--- src/rtl/vga_pixel_fetch.sv ---
// Raster-order framebuffer fetch that lines up returned pixels with delayed sync/blank for the DAC.
// Latency: fixed RD_LAT+2 cycles from in_* to out_* (colour, sync and blank all leave on the same cycle).
// Backpressure: none; one read per visible cycle, the memory must answer exactly RD_LAT cycles later.
//
// Ports:
//   in_vga_clk / in_reset         pixel clock, synchronous active-high reset
//   in_blank_n/h_sync/v_sync      timing stream from the sync generator (syncs active low)
//   out_rd_en / out_rd_addr       framebuffer read strobe and word address
//   in_rd_data                    {R,G,B} returned RD_LAT cycles after a read
//   out_r/g/b, out_*_sync, out_blank_n   aligned DAC outputs
//   out_frame_start               pulse on each v_sync falling edge (not delayed)
//   out_geom_err                  sticky: timing does not match H_ACTIVE x V_ACTIVE
//
// Build option: define VGA_PIXEL_DOUBLE_EN for 2x pixel/line doubling from a
// (H_ACTIVE/2) x (V_ACTIVE/2) framebuffer.

module vga_pixel_fetch #(
  parameter int H_ACTIVE = 640,
  parameter int V_ACTIVE = 480,
  parameter int RD_LAT   = 2,
  parameter int ADDR_W   = 19,
  parameter int COL_W    = 4
) (
  input  logic                 in_vga_clk,
  input  logic                 in_reset,
  input  logic                 in_blank_n,
  input  logic                 in_h_sync,
  input  logic                 in_v_sync,
  output logic                 out_rd_en,
  output logic [ADDR_W-1:0]    out_rd_addr,
  input  logic [3*COL_W-1:0]   in_rd_data,
  output logic [COL_W-1:0]     out_r,
  output logic [COL_W-1:0]     out_g,
  output logic [COL_W-1:0]     out_b,
  output logic                 out_h_sync,
  output logic                 out_v_sync,
  output logic                 out_blank_n,
  output logic                 out_frame_start,
  output logic                 out_geom_err
);

  localparam int DLY = RD_LAT + 2;
  localparam int XW  = $clog2(H_ACTIVE + 1);
  localparam int YW  = $clog2(V_ACTIVE + 1);
  localparam logic [XW-1:0] X_MAX = XW'(H_ACTIVE);
  localparam logic [YW-1:0] Y_MAX = YW'(V_ACTIVE);
`ifdef VGA_PIXEL_DOUBLE_EN
  localparam logic [ADDR_W-1:0] LINE_STEP = ADDR_W'(H_ACTIVE / 2);
`else
  localparam logic [ADDR_W-1:0] LINE_STEP = ADDR_W'(H_ACTIVE);
`endif

  typedef enum logic [1:0] {
    S_IDLE,
    S_WAIT_LINE,
    S_ACTIVE
  } state_t;

  state_t              state_q, state_d;
  logic [XW-1:0]       x_q, x_d;
  logic [YW-1:0]       y_q, y_d;
  logic [ADDR_W-1:0]   line_base_q, line_base_d;
  logic                rd_en_q, rd_en_d;
  logic [ADDR_W-1:0]   rd_addr_q, rd_addr_d;
  logic                frame_start_q, frame_start_d;
  logic                geom_err_q, geom_err_d;

  // Stage 0 of each pipe doubles as the d1 copy used for edge detection.
  logic [DLY-1:0]      blank_pipe_q, blank_pipe_d;
  logic [DLY-1:0]      hs_pipe_q, hs_pipe_d;
  logic [DLY-1:0]      vs_pipe_q, vs_pipe_d;

  // Tracks which in-flight memory slots carry a real read.
  logic [RD_LAT-1:0]   fetch_pipe_q, fetch_pipe_d;
  logic [3*COL_W-1:0]  rgb_q, rgb_d;

  logic                vs_fall;
  logic                bl_rise;
  logic                bl_fall;
  logic [ADDR_W-1:0]   pix_off;

  assign vs_fall = ~in_v_sync & vs_pipe_q[0];
  assign bl_rise = in_blank_n & ~blank_pipe_q[0];
  assign bl_fall = ~in_blank_n & blank_pipe_q[0];

  always_comb begin
    state_d       = state_q;
    x_d           = x_q;
    y_d           = y_q;
    line_base_d   = line_base_q;
    geom_err_d    = geom_err_q;
    frame_start_d = vs_fall;
    rd_en_d       = 1'b0;
    rd_addr_d     = rd_addr_q;
    pix_off       = '0;

    // x counts visible cycles of the current line and saturates at H_ACTIVE,
    // so at a blank fall it holds the number of pixels the line carried.
    if (state_q == S_ACTIVE && blank_pipe_q[0] && x_q < X_MAX) begin
      x_d = x_q + XW'(1);
    end

    // v_sync fall has priority over any simultaneous blank edge.
    if (vs_fall) begin
      state_d     = S_WAIT_LINE;
      y_d         = '0;
      line_base_d = '0;
    end else begin
      unique case (state_q)
        S_WAIT_LINE: begin
          if (bl_rise) begin
            state_d = S_ACTIVE;
            x_d     = '0;
            if (y_q >= Y_MAX) begin
              geom_err_d = 1'b1;
            end
          end
        end
        S_ACTIVE: begin
          if (bl_fall) begin
            state_d = S_WAIT_LINE;
            if (x_d < X_MAX) begin
              geom_err_d = 1'b1;
            end
            if (y_q < Y_MAX) begin
              y_d = y_q + YW'(1);
            end
`ifdef VGA_PIXEL_DOUBLE_EN
            // Each framebuffer row is shown twice; move on after the odd copy.
            if (y_q[0]) begin
              line_base_d = line_base_q + LINE_STEP;
            end
`else
            line_base_d = line_base_q + LINE_STEP;
`endif
          end
        end
        default: ;
      endcase
    end

`ifdef VGA_PIXEL_DOUBLE_EN
    pix_off = ADDR_W'(x_d >> 1);
`else
    pix_off = ADDR_W'(x_d);
`endif

    // Issue decided from next-cycle state so the strobe leaves a flop one cycle
    // after the visible input, with the matching address.
    if (state_d == S_ACTIVE && in_blank_n) begin
      if (x_d < X_MAX && y_d < Y_MAX) begin
        rd_en_d   = 1'b1;
        rd_addr_d = line_base_d + pix_off;
      end else begin
        geom_err_d = 1'b1;
      end
    end

    blank_pipe_d = {blank_pipe_q[DLY-2:0], in_blank_n};
    hs_pipe_d    = {hs_pipe_q[DLY-2:0], in_h_sync};
    vs_pipe_d    = {vs_pipe_q[DLY-2:0], in_v_sync};

    fetch_pipe_d    = '0;
    fetch_pipe_d[0] = rd_en_q;
    for (int i = 1; i < RD_LAT; i++) begin
      fetch_pipe_d[i] = fetch_pipe_q[i-1];
    end

    // Data on the bus now belongs to the input sampled RD_LAT+1 cycles ago,
    // whose blank copy sits in stage RD_LAT of the delay pipe.
    rgb_d = '0;
    if (fetch_pipe_q[RD_LAT-1] && blank_pipe_q[DLY-2]) begin
      rgb_d = in_rd_data;
    end
  end

  always_ff @(posedge in_vga_clk) begin
    if (in_reset) begin
      state_q       <= S_IDLE;
      x_q           <= '0;
      y_q           <= '0;
      line_base_q   <= '0;
      rd_en_q       <= 1'b0;
      rd_addr_q     <= '0;
      frame_start_q <= 1'b0;
      geom_err_q    <= 1'b0;
      blank_pipe_q  <= '0;
      hs_pipe_q     <= '1;
      vs_pipe_q     <= '1;
      fetch_pipe_q  <= '0;
      rgb_q         <= '0;
    end else begin
      state_q       <= state_d;
      x_q           <= x_d;
      y_q           <= y_d;
      line_base_q   <= line_base_d;
      rd_en_q       <= rd_en_d;
      rd_addr_q     <= rd_addr_d;
      frame_start_q <= frame_start_d;
      geom_err_q    <= geom_err_d;
      blank_pipe_q  <= blank_pipe_d;
      hs_pipe_q     <= hs_pipe_d;
      vs_pipe_q     <= vs_pipe_d;
      fetch_pipe_q  <= fetch_pipe_d;
      rgb_q         <= rgb_d;
    end
  end

  assign out_rd_en       = rd_en_q;
  assign out_rd_addr     = rd_addr_q;
  assign out_frame_start = frame_start_q;
  assign out_geom_err    = geom_err_q;
  assign out_blank_n     = blank_pipe_q[DLY-1];
  assign out_h_sync      = hs_pipe_q[DLY-1];
  assign out_v_sync      = vs_pipe_q[DLY-1];
  assign out_r           = rgb_q[3*COL_W-1:2*COL_W];
  assign out_g           = rgb_q[2*COL_W-1:COL_W];
  assign out_b           = rgb_q[COL_W-1:0];

endmodule

--- config.mk ---
export PLATFORM = sky130hd
export DESIGN_NAME = vga_pixel_fetch
export DESIGN_NICKNAME = d
export VERILOG_FILES = /design/src/rtl/vga_pixel_fetch.sv
export SDC_FILE = /design/constraint.sdc
export NUM_CORES = 1
export LEC_CHECK = 0
export CAP_MARGIN = 0
export CORE_MARGIN = 2
export CORE_UTILIZATION = 45
export DETAILED_ROUTE_END_ITERATION = 7
export PLACE_DENSITY = 0.69
export SLEW_MARGIN = 20
export SYNTH_ARGS = -nofsm -noshare
export SYNTH_HDL_FRONTEND = slang
export SYNTH_SLANG_ARGS = --single-unit
--- constraint.sdc ---
create_clock -name in_vga_clk -period 4.6 [get_ports in_vga_clk]
set_clock_uncertainty 0.15 [all_clocks]
set_input_delay 0.92 -clock in_vga_clk [delete_from_list [all_inputs] [get_ports in_vga_clk]]
set_output_delay 0.92 -clock in_vga_clk [all_outputs]
set_load 0.01 [all_outputs]
Yosys cells after proc, flatten, opt, wreduce, memory -nomap -nowiden. Index checks and enable logic that the tools add are counted.

Input bits: 17. Flip-flop bits (word level): 88.

Mux-type cells: 24. Equality and inequality tests: 3. Reductions and logical operators: 8. Add/subtract/negate cells: 4. Bitwise gates (word level): 8. Order comparisons: 6.

Operator list (count): $mux W19 (3); $mux W10 (4); $mux W9 (4); $lt A10 B10 Y1 const B (3); $add A19 B10 Y19 (1); $add A19 B10 Y19 const B (1); $lt A9 B9 Y1 const B (2); $add A10 B1 Y10 const B (1); $add A9 B1 Y9 const B (1); $ge A9 B9 Y1 const B (1); $mux W1 (8); $mux W2 (3); $logic_and A1 B1 Y1 (5); $not A1 Y1 (5); $eq A2 B2 Y1 const B (2); $pmux W2 S2 (1); $reduce_or A2 Y1 (2); $and A1 B1 Y1 (3); $eq A2 B1 Y1 const B (1); $pmux W1 S2 (1); $reduce_and A2 Y1 (1).

Logic depth before layout (Yosys ltp).
Depth after elaboration: 11. Depth in mapped cells: 18.

Worst setup path after synthesis. No wires, ideal clock.

Kind: input to register. Start point: in in_v_sync. End point: reg rd_addr_q[18], in the netlist out_rd_addr[18]. Arrival: 3.470 ns. Buffers on the path: 2. Data required time: 4.359 ns. Stages on the path: 13. Library setup time: 0.091 ns. Setup slack: 0.889 ns. Path through: nor2b_1 buf_6 nor2_1 clkbuf_1 nor2_1 ha_1 fa_1 a21oi_1 o211ai_1 nor4_1 o41a_1 or4_1 a311oi_1.

Longest elaborated chain between the ends: 6. Elaborated cells between the ends (all ways): 13. Those cells by class: add/sub: 1; order compare: 2; eq/ne: 1; mux: 4; bitwise: 2; reduce/logical: 3.

Ends and longest elaborated chain: start, declared (RTL line 28) `input logic in_v_sync,`; $not A1 Y1 * (RTL line 82) `assign vs_fall = ~in_v_sync & vs_pipe_q[0];`; $and A1 B1 Y1 * (RTL line 82); $mux W10 * (RTL line 104) `if (vs_fall) begin`; via x_d[0] (RTL line 60) `logic [XW-1:0] x_q, x_d;`; $lt A10 B10 Y1 (RTL line 151) `if (x_d < X_MAX && y_d < Y_MAX) begin`; $logic_and A1 B1 Y1 (RTL line 151); $reduce_and A2 Y1 (no line); end signal, assigned (RTL line 198) `rd_addr_q <= rd_addr_d;`; end, declared (RTL line 64) `logic [ADDR_W-1:0] rd_addr_q, rd_addr_d;`.

The timed path passes the listed nets; every way through them passes the cells marked *. A chain may end at the register's enable or synchronous reset.

Worst setup path after layout.
Start point: in in_blank_n. End point: reg rd_addr_q[12], in the netlist out_rd_addr[12].

Elaborated cells between the ends (all ways): 23. Those cells by class: add/sub: 1; order compare: 2; eq/ne: 1; mux: 13; bitwise: 3; reduce/logical: 3.

RTL lines: start, declared (RTL line 26) `input logic in_blank_n,`; $and A1 B1 Y1 * (RTL line 83) `assign bl_rise = in_blank_n & ~blank_pipe_q[0];`; $mux W10 * (RTL line 111) `if (bl_rise) begin`; $mux W10 * (RTL line 109) `unique case (state_q)`; $mux W10 * (RTL line 104); via x_d[0] (RTL line 60); $lt A10 B10 Y1 (RTL line 151); $logic_and A1 B1 Y1 (RTL line 151); $reduce_and A2 Y1 (no line).

Marked as above.

==> results.md <==
- Leaving out fill and tap cells, the most frequent cell in the layout is sky130_fd_sc_hd__dfxtp_1.
- The average via count per standard cell is 5.39.
- The run finished with clean final reports.
- The initial core utilization is 46.8%.
- The vertical die dimension is 99.5 um.
- At the worst endpoint, the required time is 4730 ps.
- For this design the static power due to leakage is 1.86 nW.
- In this run the post-CTS setup repair buffer count came out at 0.
- From synthesis to final layout, the design area changed by 20.9%.
- The worst hold path depth is 1.
- For the worst-skew pair, the clock arrives at the later sink with an insertion delay of 370 ps.
- The number of global-route vias before repair is 3200.
- The number of warnings issued by yosys is 0.
- The overall track demand over capacity in global routing is 18.4%.
- Once layout is complete, the cells apart from fillers number 634.
- After detailed routing, the average wire length per cell comes to 14.0 um.
- The tightest slew margin relative to the limit is 50.1%.
- Synthesis instantiated 60 different standard cells from the library.
- At the worst endpoint, the arrival time is 4290 ps.
- Traced cell by cell, the critical path runs through clkdlybuf4s50_1, nand3b_1, nor2_1, buf_12, nor2_1, ha_1, fa_1, a21oi_1, o211ai_1, nor4_1, o41a_1, nor3b_1, xnor2_1, a211oi_1.
- The worst hold path belongs to the class reg2reg.
- After synthesis, flip-flops and latches occupy 42.9% of the total area.
- Clock-pin slew was measured on the worst setup and hold paths at 100 ps.
- Power spread over the standard cell area amounts to 290 mW/mm^2.
- Counting flops with an async set or reset pin after synthesis yields a share of 0%.
- The global placer's final weighted congestion is 0.850.
- sky130_fd_sc_hd__dfxtp_1 takes more of the synthesized area than any other cell.
- The cell area that synthesis handed to floorplanning was 0.00410 sq mm.
- Post-CTS repair changed the size of 0 cells.
- The routed layout has 3418 vias.
- Yosys attributes the largest share of cell area to sky130_fd_sc_hd__dfxtp_1 43%, sky130_fd_sc_hd__nor2_1 5.5%, sky130_fd_sc_hd__ha_1 5.2%.
- The synthesized design devotes to its leading area cell type 42.9% of total area.
- The maximum fanout along the worst path is 20.
- Setup repair after global routing left no endpoint under its margin.
- The first global-routing pass estimated 14700 um of wire.
- The critical path capture point type is a flop.
- The post-route netlist has 7.79% of its cells at a drive strength greater than 1.
- The number of enable flip-flop cells after synthesis is 0.
- After the first detailed-routing iteration, the DRC count stood at 120.
- The fraction of the cycle the final worst path needs is 90.5%.
- The total setup violations reported at the end of the flow is 0.
- Measured in cells, the most critical reg-to-reg path has a length of 14.
- The estimated wirelength of the detail-placed design is 6400 um.
- The transition at the pin with the smallest max-transition slack is 730 ps.
- The floorplan step defined a die boundary enclosing 0.00990 sq mm.
- The final count of hold timing violations was 0.
- The maximum achievable frequency is 240 MHz.
- For this design, the sink count on the clock tree is 88.
- The number of antenna violations at the first check in global routing came to 0.
- The floorplan step set the die width to 99.5 um.
- The max-slew violation count is 0.
- The CTS buffer count is 9.
- Across the VDD grid, the largest voltage drop is 0.155 mV.
- In this run the count of I/O pins placed on the die edge is 54.
- By startpoint and endpoint, the worst setup path is classified as in2reg.
- The standard-cell row count is 34.
- The antenna violation net count after detailed routing is 0.
- Summed over all layers, the routed wires come to 8860 um.
- The largest individual stage delay along the critical path comes from the cell sky130_fd_sc_hd__clkdlybuf4s50_1.
- The total congestion overflow is 0.
- The cell repeated most along the worst path is sky130_fd_sc_hd__nor2_1.
- After detailed placement, the total cell area comes to 0.00474 sq mm.
- The number of nets in the synthesized netlist is 509.
- The count of nets after finishing is 556.
- The clock period could shrink to 4160 ps.
- Summed over all failing endpoints, the final setup total negative slack is 0 ps.
- On the worst path, the slowest cell contributes a delay of 580 ps.
- The largest net degree at the start of global routing is 32.
- The pre-antenna-repair detailed-routing pass consisted of 4 iterations.
- The worst setup path is launched from a primary input.
- Counting flops and latches in the post-synthesis netlist gives 88.
- Among all flip-flop cells after synthesis, the most frequent one is sky130_fd_sc_hd__dfxtp_1.
- The TritonCTS clock tree is done.
- The placed instance count is 618.
- The mean instance size in the synthesized netlist is 8.66 sq um.
- The number of H-tree levels is 3.
- The clock root buffer master is sky130_fd_sc_hd__clkbuf_8.
- No sink is reached through more buffers than the 2 on the longest clock path.
- The post-synthesis instance total is 474.
- The count of inserted antenna diode cells is 0.
- The core region is 0.00876 sq mm.
- The top cell types in the final layout, fill and taps aside, are 88 x sky130_fd_sc_hd__dfxtp_1, 60 x sky130_fd_sc_hd__nor2_1, 52 x sky130_fd_sc_hd__clkdlybuf4s50_1.
- The DRC violation count after routing is 0.
- The finished cells cover 0.00496 sq mm.
- The max-capacitance violation count is 0.
- The quantity of hold-fixing buffers added after cts is 0.
- Port buffering added 53 buffers.
==> Yosys cell counts (3+ instances only) <==
master / number
sky130_fd_sc_hd__nand3b_1: 3
sky130_fd_sc_hd__a21oi_1: 21
sky130_fd_sc_hd__a211oi_1: 8
sky130_fd_sc_hd__or2_2: 8
sky130_fd_sc_hd__nand4_1: 7
sky130_fd_sc_hd__o31ai_1: 4
sky130_fd_sc_hd__and2_1: 16
sky130_fd_sc_hd__nor2b_1: 11
sky130_fd_sc_hd__ha_1: 17
sky130_fd_sc_hd__inv_1: 9
sky130_fd_sc_hd__nor3_1: 22
sky130_fd_sc_hd__nand2_1: 42
sky130_fd_sc_hd__a31oi_1: 4
sky130_fd_sc_hd__and3_1: 16
sky130_fd_sc_hd__a311oi_1: 3
sky130_fd_sc_hd__o211ai_1: 3
sky130_fd_sc_hd__xor2_1: 16
sky130_fd_sc_hd__clkbuf_1: 20
sky130_fd_sc_hd__o21a_1: 3
sky130_fd_sc_hd__dfxtp_1: 88
sky130_fd_sc_hd__nand3_1: 15
sky130_fd_sc_hd__o21ai_0: 8
sky130_fd_sc_hd__nand2b_1: 5
sky130_fd_sc_hd__xnor2_1: 18
sky130_fd_sc_hd__nor2_1: 60
sky130_fd_sc_hd__or3_1: 5
==> final timing paths <==
kind | startpoint | to | slack, ps
setup / recovery | in_blank_n | out_rd_addr[12] | 440
hold / removal | hs_pipe_q[1] | hs_pipe_q[2] | 270
setup reg to reg | state_q[1] | out_rd_addr[18] | 580
hold reg to reg | hs_pipe_q[1] | hs_pipe_q[2] | 270
==> worst max-delay path, delay by kind of cell <==
| family | cells | cell delay (ps) |
|---|---|---|
| AO/OA/AOI/OAI | 4 | 970 |
| XOR/XNOR | 1 | 160 |
| AND/OR/NAND/NOR | 5 | 840 |
| buffers and inverters | 2 | 760 |
| adder cells (fa/ha/maj) | 2 | 640 |
==> metrics by stage <==
stage	hold WS [ps]	utilization [%]	setup slack [ps]	total power, mW
final	265	56.6	439	1.44
after global routing	276	56.6	162	1.50
after CTS	268	56.6	487	1.45
after detailed placement	245	54.0	127	0.850
after global placement	240	54.0	237	0.850
after floorplan	239	-	889	0.821
==> cell type report <==
| class | instances | area (sq um) |
|---|---|---|
| flip-flops and latches | 88 | 1760 |
| repair buffers | 61 | 598 |
| clock buffers | 9 | 124 |
| clock inverters | 7 | 100 |
| fillers | 786 | 3800 |
| multi-input cells | 352 | 2210 |
| well taps | 108 | 135 |
| inverters | 9 | 33.8 |
==> state kept, by name, summed over array words and instances (netlist names) <==
register and cells:
out_frame_start 1, x_q 10, rgb_q 12, state_q 2
line_base_q 19, out_rd_addr 19, y_q 9, blank_pipe_q 4
vs_pipe_q 4, hs_pipe_q 4, out_geom_err 1, fetch_pipe_q 2
out_rd_en 1
==> where the power goes <==
part	switching [mW]	internal, mW
Clock	0.296	0.312
Sequential	0.00364	0.768
Combinational	0.0331	0.0280
Total	0.333	1.11
==> layer usage <==
| layer | global-route usage [%] | vias up | wire [um] |
|---|---|---|---|
| met1 | 22.1 | 1574 | 4040 |
| li1 | - | 1739 | - |
| met4 | 8.54 | 0 | 204 |
| met2 | 32.3 | 90 | 4230 |
| met5 | 0 | - | 0 |
| met3 | 2.95 | 15 | 382 |
==> kinds of logic after synthesis <==
| group | Yosys count | share of synthesized area (%) |
|---|---|---|
| AO/OA/AOI/OAI | 72 | 12.1 |
| XOR/XNOR | 34 | 7.26 |
| adder cells (fa/ha/maj) | 18 | 5.67 |
| buffers and inverters | 34 | 3.35 |
| flip-flops | 88 | 42.9 |
| multiplexers | 2 | 0.488 |
| AND/OR/NAND/NOR | 226 | 28.2 |
Note: power is estimated with default switching activity, not from simulation.
